[config.mk]
export PLATFORM = sky130hd
export DESIGN_NAME = control_sequencer
export DESIGN_NICKNAME = d
export VERILOG_FILES = /design/src/rtl/control_sequencer.sv
export SDC_FILE = /design/constraint.sdc
export NUM_CORES = 1
export LEC_CHECK = 0
export CORE_MARGIN = 5
export CORE_UTILIZATION = 30
export CTS_CLUSTER_SIZE = 10
export DETAILED_ROUTE_END_ITERATION = 8
export GPL_ROUTABILITY_DRIVEN = 0
export PLACE_DENSITY = 0.79
export SLEW_MARGIN = 20
export SYNTH_ARGS = -nofsm -noshare
export SYNTH_HDL_FRONTEND = slang
export SYNTH_SLANG_ARGS = --single-unit
[constraint.sdc]
create_clock -name clk -period 1.5 [get_ports clk]
set_input_delay 0.3 -clock clk [delete_from_list [all_inputs] [get_ports clk]]
set_output_delay 0.3 -clock clk [all_outputs]
set_load 0.05 [all_outputs]
[src/rtl/control_sequencer.sv]
// Moore control sequencer for the Mini SRC datapath: fetch/execute T-states, register-select and bus strobes.
// Optional memory-ready wait states in T1/T6/T7 are enabled by defining MEM_HANDSHAKE_EN.
module control_sequencer (
   input  logic        clk,
   input  logic        clear,
   input  logic [31:0] IR,
   input  logic        mem_ready,
   output logic        PCout,
   output logic        PCin,
   output logic        IncPC,
   output logic        MARin,
   output logic        MDRin,
   output logic        MDRout,
   output logic        IRin,
   output logic        Yin,
   output logic        Zin,
   output logic        Zlowout,
   output logic        Cout,
   output logic        Read,
   output logic        Write,
   output logic        Gra,
   output logic        Grb,
   output logic        Grc,
   output logic        Rin,
   output logic        Rout,
   output logic        BAout,
   output logic [4:0]  alu_op,
   output logic        run
);

   localparam int unsigned OP_W = 5;

   localparam logic [OP_W-1:0] OP_LD    = 5'b00000;
   localparam logic [OP_W-1:0] OP_LDI   = 5'b00001;
   localparam logic [OP_W-1:0] OP_ST    = 5'b00010;
   localparam logic [OP_W-1:0] OP_ADD   = 5'b00011;
   localparam logic [OP_W-1:0] OP_SHL   = 5'b01011;
   localparam logic [OP_W-1:0] OP_ADDI  = 5'b01100;
   localparam logic [OP_W-1:0] OP_ORI   = 5'b01110;
   localparam logic [OP_W-1:0] OP_HALT  = 5'b11011;

   typedef enum logic [3:0] {
      T0   = 4'd0,
      T1   = 4'd1,
      T2   = 4'd2,
      T3   = 4'd3,
      T4   = 4'd4,
      T5   = 4'd5,
      T6   = 4'd6,
      T7   = 4'd7,
      HALT = 4'd8
   } state_t;

   state_t          state;
   state_t          state_nx;
   logic [OP_W-1:0] opcode;
   logic            is_rtype;
   logic            is_itype;
   logic            is_ldi;
   logic            is_ld;
   logic            is_st;
   logic            is_halt;
   logic            is_based;
   logic            mem_go;
   logic            unused_ir;

   // Instruction class decode; only the opcode field matters to sequencing.
   assign opcode    = IR[31:27];
   assign unused_ir = ^IR[26:0];
   assign is_rtype  = (opcode >= OP_ADD) && (opcode <= OP_SHL);
   assign is_itype  = (opcode >= OP_ADDI) && (opcode <= OP_ORI);
   assign is_ldi    = (opcode == OP_LDI);
   assign is_ld     = (opcode == OP_LD);
   assign is_st     = (opcode == OP_ST);
   assign is_halt   = (opcode == OP_HALT);
   assign is_based  = is_ldi | is_ld | is_st;

`ifdef MEM_HANDSHAKE_EN
   assign mem_go = mem_ready;
`else
   logic unused_mem_ready;
   assign unused_mem_ready = mem_ready;
   assign mem_go           = 1'b1;
`endif

   // Next-state selection; memory states hold until mem_go.
   always_comb begin
      state_nx = state;
      case (state)
         T0: state_nx = T1;
         T1: state_nx = mem_go ? T2 : T1;
         T2: state_nx = T3;
         T3: begin
            if (is_halt)
               state_nx = HALT;
            else if (is_rtype || is_itype || is_based)
               state_nx = T4;
            else
               state_nx = T0;
         end
         T4: state_nx = (is_rtype || is_itype || is_based) ? T5 : T0;
         T5: state_nx = (is_ld || is_st) ? T6 : T0;
         T6: begin
            if (is_ld)
               state_nx = mem_go ? T7 : T6;
            else if (is_st)
               state_nx = T7;
            else
               state_nx = T0;
         end
         T7: begin
            if (is_st)
               state_nx = mem_go ? T0 : T7;
            else
               state_nx = T0;
         end
         HALT:    state_nx = HALT;
         default: state_nx = T0;
      endcase
   end

   always_ff @(posedge clk) begin
      if (clear)
         state <= T0;
      else
         state <= state_nx;
   end

   // Moore strobe decode from the T-state and the instruction class.
   always_comb begin
      PCout   = 1'b0;
      PCin    = 1'b0;
      IncPC   = 1'b0;
      MARin   = 1'b0;
      MDRin   = 1'b0;
      MDRout  = 1'b0;
      IRin    = 1'b0;
      Yin     = 1'b0;
      Zin     = 1'b0;
      Zlowout = 1'b0;
      Cout    = 1'b0;
      Read    = 1'b0;
      Write   = 1'b0;
      Gra     = 1'b0;
      Grb     = 1'b0;
      Grc     = 1'b0;
      Rin     = 1'b0;
      Rout    = 1'b0;
      BAout   = 1'b0;
      alu_op  = '0;
      run     = 1'b1;
      case (state)
         T0: begin
            PCout = 1'b1;
            MARin = 1'b1;
            IncPC = 1'b1;
            Zin   = 1'b1;
         end
         T1: begin
            Zlowout = 1'b1;
            PCin    = 1'b1;
            Read    = 1'b1;
            MDRin   = 1'b1;
         end
         T2: begin
            MDRout = 1'b1;
            IRin   = 1'b1;
         end
         T3: begin
            if (is_rtype || is_itype) begin
               Grb  = 1'b1;
               Rout = 1'b1;
               Yin  = 1'b1;
            end else if (is_based) begin
               Grb   = 1'b1;
               BAout = 1'b1;
               Yin   = 1'b1;
            end
         end
         T4: begin
            if (is_rtype) begin
               Grc    = 1'b1;
               Rout   = 1'b1;
               Zin    = 1'b1;
               alu_op = opcode;
            end else if (is_itype) begin
               Cout   = 1'b1;
               Zin    = 1'b1;
               alu_op = opcode;
            end else if (is_based) begin
               Cout   = 1'b1;
               Zin    = 1'b1;
               alu_op = OP_ADD;
            end
         end
         T5: begin
            if (is_rtype || is_itype || is_ldi) begin
               Zlowout = 1'b1;
               Gra     = 1'b1;
               Rin     = 1'b1;
            end else if (is_ld || is_st) begin
               Zlowout = 1'b1;
               MARin   = 1'b1;
            end
         end
         T6: begin
            if (is_ld) begin
               Read  = 1'b1;
               MDRin = 1'b1;
            end else if (is_st) begin
               Gra   = 1'b1;
               Rout  = 1'b1;
               MDRin = 1'b1;
            end
         end
         T7: begin
            if (is_ld) begin
               MDRout = 1'b1;
               Gra    = 1'b1;
               Rin    = 1'b1;
            end else if (is_st) begin
               Write = 1'b1;
            end
         end
         HALT:    run = 1'b0;
         default: ;
      endcase
   end

endmodule

==> results of run 1 <==
==> cells in the mapped netlist, types with 2 or more instances <==
library cell / instances
a21oi_1: 8
and2b_2: 3
and3_1: 2
buf_2: 4
buf_4: 3
buf_6: 2
clkbuf_8: 2
dfxtp_1: 4
inv_1: 2
nand2_1: 7
nand2b_1: 5
nand3_1: 2
nand3b_1: 2
nor2_1: 9
nor3_1: 2
o21a_1: 2
o21ai_0: 5
==> logic make-up after synthesis <==
group | count (synthesis)
other cells | 1
compound gates | 23
flops | 4
buf+inv | 13
simple gates | 47
==> cell type report <==
class / instances / area (um2)
Clock buffer: 3 / 22.5
Fill cell: 51 / 100
Inverter: 2 / 13.8
Multi-Input combinational cell: 71 / 761
Sequential cell: 4 / 92.6
Tap cell: 27 / 33.8
Timing Repair Buffer: 81 / 978
==> routing by layer <==
metal	vias up	GRT usage, %
met5	-	0
met4	0	7.12
met3	19	2.55
li1	458	-
met2	69	47.7
met1	522	30.8
==> repair_timing <==
item / in CTS / in global routing
buffers inserted: 11 / 8
gates resized for setup: 73 / 13
pin swaps: 20 / 10
endpoints found under the setup margin: 27 / 26
==> worst max-delay path: cells and delay by family (launching register included) <==
kind                   cells  cell delay (ns)
AOI/OAI and AO/OA          1             0.10
and+or+nand+nor            2             0.62
DFF                        1             0.36
buffers and inverters      2             0.27
==> per-stage QoR <==
| stage | instance area [um2] | total power [mW] |
|---|---|---|
| 2_1_floorplan | 862 | 0.403 |
| 3_3_place_gp | 1550 | 0.613 |
| 3_5_place_dp | 1550 | 0.630 |
| 4_1_cts | 1830 | 0.818 |
| 5_1_grt | 1900 | 0.907 |
| 6_report | 1900 | 0.880 |
==> report_power, final <==
part | internal (mW) | switching [mW]
sequential | 0.111 | 0.0134
combinational | 0.287 | 0.319
clock | 0.0906 | 0.0600
==> final timing paths <==
path	start	to	slack, ns
worst min register to register	state[0]$_SDFF_PP0_	state[0]$_SDFF_PP0_	0.71
worst max-delay path	state[2]$_SDFF_PP0_	MDRout	-0.41
worst min-delay path	IR[29]	state[3]$_SDFF_PP0_	0.47
worst max register to register	state[2]$_SDFF_PP0_	state[2]$_SDFF_PP0_	-0.02
==> results.py, run 1 <==
metrics = {
    "timing": {
        "finalCriticalPeriod_ns": 1.91,
        "period_share_pct": 128,
        "worst_slack_ns": -0.413,
        "finClkSkew_ns": 0.0118,
        "hold_viol_final": 0,
        "max_freq_ghz": 0.523,
        "fin_hold_ws_ns": 0.467,
        "slew_violations": 0,
        "setup_violations": 25,
        "rsz0062_at_grt": "true",
        "tns_ns": -7.74,
    },
    "detailed_routing": {
        "viasPerCell": 5.68,
        "detail_route.wirelength_mm": 4.58,
        "drt-initial-drc-count": 22,
        "routed.top_layer": "met4",
        "drc": 0,
        "wirelength_met1_mm": 1.71,
        "drt-pass1-iter-count": 4,
        "routedWlPerCell_um": 24.3,
        "wl_met2_mm": 2.31,
        "vias": 1068,
        "ant_nets": 0,
        "dr_wl_met3_um": 357,
    },
    "hold_path": {
        "hold_path.class": "primary input to flop",
        "hold_depth": 3,
    },
    "power": {
        "p_leak_nw": 0.803,
        "peakVddDrop_uv": 494,
        "pwr_density_cell_nw_per_um2": 463,
    },
    "clock_network": {
        "cts_buffer_depth": 2,
        "clock-sinks": 4,
        "cts_tree": "done",
        "cts_max_level": 1,
        "cts_buffers": 3,
        "root_buffer": "clkbuf_4",
        "hold_buffers": 0,
        "cts.clk_slew.worst_paths_ns": 0.05,
        "clk_latency_ns": 0.26,
    },
    "synth": {
        "synth_ff_type": "dfxtp_1",
        "async_reset_ff_share_pct": 0,
        "synth_xor_area_share_pct": 0,
        "synthAdderAreaFrac_pct": 0,
        "yosys_warnings": 0,
        "synth-edff-count": 0,
        "synth.cell_area_um2": 637,
        "synth.avg_cell_area_um2": 7.24,
        "yosys.area_share.simple_pct": 47.9,
        "synth_fp_nets": 123,
        "synth_mux_area_share_pct": 0,
        "yosys.area.top_type": "dfxtp_1",
        "yosysSeqAreaShare_pct": 12.6,
        "ys_ff_latch": 4,
        "synth_area_leaders": "dfxtp_1, a21oi_1, nor2_1",
        "synth_top_family_by_area": "simple AND/OR/NAND/NOR gates",
        "yosysUniqueCellTypes": 41,
        "synth_cells": 88,
        "synth-compound-area-share_pct": 23.2,
        "yosys.area.top_type_share_pct": 12.6,
    },
    "global_route": {
        "antenna_found_initial": 0,
        "overflow": 0,
        "track_usage_pct": 25.7,
        "grt_max_degree": 10,
        "grt_pass1_wl_mm": 6.28,
        "grt_pass1_vias": 1090,
    },
    "finish": {
        "largest-register": "state",
        "final_cells": 188,
        "layout.nets": 198,
        "final_cell_mix": "buf_4, buf_6, buf_12, nand2b_4, nor2_1",
        "final_common_cell": "buf_4",
        "drive_gt1_share_pct": 84.5,
        "area_growth_syn_to_layout_pct": 199,
        "largest_register_ffs": 4,
        "reg_top3": "state: 4 flops",
        "post-route-util_pct": 95.0,
        "insertedDiodeCount": 0,
    },
    "placed_design": {
        "dp.cells": 169,
        "numPortBuffers": 30,
        "dp_hpwl_mm": 2.41,
        "dp_slack_ns": -0.753,
    },
    "status": {
        "status": "complete, but fails checks",
        "violations": "setup timing",
    },
    "floorplanning": {
        "die_y_um": 56.1,
        "die_w_um": 56.1,
        "core_area_um2": 2000,
        "die-area_um2": 3140,
        "start_util_pct": 31.8,
        "io_pins": 60,
        "rows": 16,
    },
    "run": {
        "maxCapViolations": 0,
    },
    "critical_path": {
        "cpPeakStageDelay_ns": 0.42,
        "cp.required_ns": 1.20,
        "critical_path_class": "flop to primary output",
        "cp-start-kind": "flop",
        "worst-path-max-fanout": 4,
        "cp_slowest_cell": "or3_4",
        "reg2regPathDepth": 7,
        "crit_chain": "buf_6 -> or3_4 -> o21ai_2 -> and2_4 -> buf_12",
        "cp-end-kind": "primary output",
        "cp_data_arrival_time_ns": 1.61,
    },
}
(Power assumes the default switching activity.)
==> run 2: changes to the inputs <==
--- a/config.mk
+++ b/config.mk
@@ -10,6 +10,7 @@
 export CTS_CLUSTER_SIZE = 10
 export DETAILED_ROUTE_END_ITERATION = 8
 export GPL_ROUTABILITY_DRIVEN = 0
+export GPL_TIMING_DRIVEN = 0
 export PLACE_DENSITY = 0.79
 export SLEW_MARGIN = 20
 export SYNTH_ARGS = -nofsm -noshare
==> run 2 against run 1 <==
  * The flow still finishes with violations (setup timing)
  * Count of clock-buffer cells in the layout is the same
  * Wire length down 22%
  * Largest cell class unchanged
  * Sequential share of layout area rose by 0.63 points
  * Die area unchanged
  * Non-clock buffer count down 9
  * Largest power group unchanged
  * Clock skew decreased by 0.010 ns
  * First-iteration DRC count increased by 59%
  * Cell count fell by 4.8%
  * Combinational power down 14%
  * Core utilization fell by 11 points
  * Worst setup slack better by 0.019 ns
  * Register-to-register slack improved by 0.14 ns
==> results.py, run 2 (synthesis results as in run 1) <==
metrics = {
    "status": {
        "status": "complete, but fails checks",
        "violations": "setup timing",
    },
    "placed_design": {
        "dp.cells": 144,
        "numPortBuffers": 29,
        "dp_hpwl_mm": 1.54,
        "dpl-instance-area_um2": 1190,
    },
    "detailed_routing": {
        "wirelength_met1_mm": 1.37,
        "drc": 0,
        "routedWlPerCell_um": 20.1,
        "viasPerCell": 5.46,
        "routed.top_layer": "met4",
        "drt-pass1-iter-count": 4,
        "detail_route.wirelength_mm": 3.59,
        "drt-initial-drc-count": 35,
        "ant_nets": 0,
        "vias": 978,
        "dr_wl_met3_um": 159,
        "wl_met2_mm": 1.93,
    },
    "clock_network": {
        "root_buffer": "clkbuf_4",
        "hold_buffers": 0,
        "cts_buffers": 3,
        "cts_buffer_depth": 2,
        "clk_latency_ns": 0.23,
        "cts_tree": "done",
        "cts.clk_slew.worst_paths_ns": 0.04,
        "clock-sinks": 4,
        "cts_max_level": 1,
    },
    "global_route": {
        "grt_max_degree": 11,
        "overflow": 0,
        "antenna_found_initial": 0,
        "track_usage_pct": 17.3,
        "grt_pass1_vias": 950,
        "grt_pass1_wl_mm": 4.45,
    },
    "critical_path": {
        "reg2regPathDepth": 7,
        "cp_data_arrival_time_ns": 1.59,
        "crit_chain": "buf_6 -> nand3b_1 -> nor3_2 -> o311a_4 -> nand2b_4 -> buf_8",
        "cpPeakStageDelay_ns": 0.33,
        "cp-start-kind": "flop",
        "cp_slowest_cell": "dfxtp_2",
        "cp-end-kind": "primary output",
        "cp_top_family": "simple AND/OR/NAND/NOR gates",
        "cp.required_ns": 1.20,
        "critPathBufInv": 2,
        "critical_path_class": "flop to primary output",
        "cp.depth": 6,
        "worst-path-max-fanout": 5,
    },
    "timing": {
        "rsz0062_at_grt": "true",
        "tns_ns": -6.32,
        "setup_violations": 24,
        "slew_violations": 0,
        "max_freq_ghz": 0.528,
        "worst_slack_ns": -0.394,
        "finalCriticalPeriod_ns": 1.89,
        "finClkSkew_ns": 0.00136,
        "fin_hold_ws_ns": 0.477,
        "hold_viol_final": 0,
        "period_share_pct": 126,
    },
    "power": {
        "finalPower_mw": 0.772,
        "p_leak_nw": 0.703,
        "peakVddDrop_uv": 413,
        "pwr_density_cell_nw_per_um2": 459,
    },
    "floorplanning": {
        "die-area_um2": 3140,
        "die_w_um": 56.1,
        "start_util_pct": 31.8,
        "die_y_um": 56.1,
        "io_pins": 60,
        "core_area_um2": 2000,
        "rows": 16,
    },
    "finish": {
        "largest-register": "state",
        "reg_top3": "state: 4 flops",
        "final_area_um2": 1680,
        "final_common_cell": "buf_6",
        "largest_register_ffs": 4,
        "final_cells": 179,
        "layout.nets": 189,
        "drive_gt1_share_pct": 82.9,
        "final_cell_mix": "buf_6, buf_4, buf_8, nor2_1",
        "area_growth_syn_to_layout_pct": 164,
        "insertedDiodeCount": 0,
    },
    "hold_path": {
        "hold_depth": 3,
        "hold_path.class": "primary input to flop",
    },
    "run": {
        "maxCapViolations": 0,
    },
}
==> run 2: cell types whose count changed in the layout (fill, tap and decap cells not counted), moves of 2 or more <==
cell      delta
buf_12      -19
buf_8       +11
buf_4        -8
buf_6        +6
nand2_2      +3
clkbuf_8     +2
nand2_4      -2
==> run 2: timing repair <==
action	in CTS	in global routing
pin swaps	15	14
endpoints found under the setup margin	27	25
setup buffers	22	11
gates cloned	0	1
resized for setup	224	21
==> run 2: layout make-up <==
cell class / count / area (um2)
multi-input combinational: 71 / 729
timing repair buffer: 62 / 664
fill: 100 / 319
buffer: 10 / 126
sequential: 4 / 92.6
tap: 27 / 33.8
clock buffer: 3 / 22.5
inverter: 2 / 13.8
==> run 2: worst paths after layout <==
kind,from,to,slack (ns)
worst max-delay path,state[3]$_SDFF_PP0_,Gra,-0.39
worst max register to register,state[3]$_SDFF_PP0_,state[2]$_SDFF_PP0_,0.12
worst min-delay path,IR[31],state[3]$_SDFF_PP0_,0.48
worst min register to register,state[1]$_SDFF_PP0_,state[3]$_SDFF_PP0_,0.67
==> run 2: report_power, final <==
| part | total (mW) | internal (mW) | leakage (nW) | switching, mW |
|---|---|---|---|---|
| Sequential | 0.123 | 0.111 | 0.0352 | 0.0117 |
| Combinational | 0.520 | 0.235 | 0.654 | 0.285 |
| Clock | 0.130 | 0.0893 | 0.0138 | 0.0405 |
==> run 2: worst reg2reg max path, stage by stage, from the launching register on <==
cell      delay [ns]
dfxtp_2         0.33
nand2b_4        0.15
nor4_4          0.14
buf_6           0.18
o21ai_4         0.08
buf_6           0.15
buf_4           0.14
a21oi_1         0.12
==> run 2: stage by stage <==
step	setup WS (ns)	util [%]
floorplan	-0.320	-
global placement	-1.39	59.3
detailed placement	-1.40	59.3
CTS	-0.395	76.8
global route	-0.434	84.1
finish	-0.394	84.1
==> run 2: per-layer routing <==
| metal | global-route usage [%] | vias up |
|---|---|---|
| li1 | - | 441 |
| met3 | 1.16 | 12 |
| met4 | 7.80 | 0 |
| met5 | 0 | - |
| met1 | 19.0 | 481 |
| met2 | 33.1 | 44 |
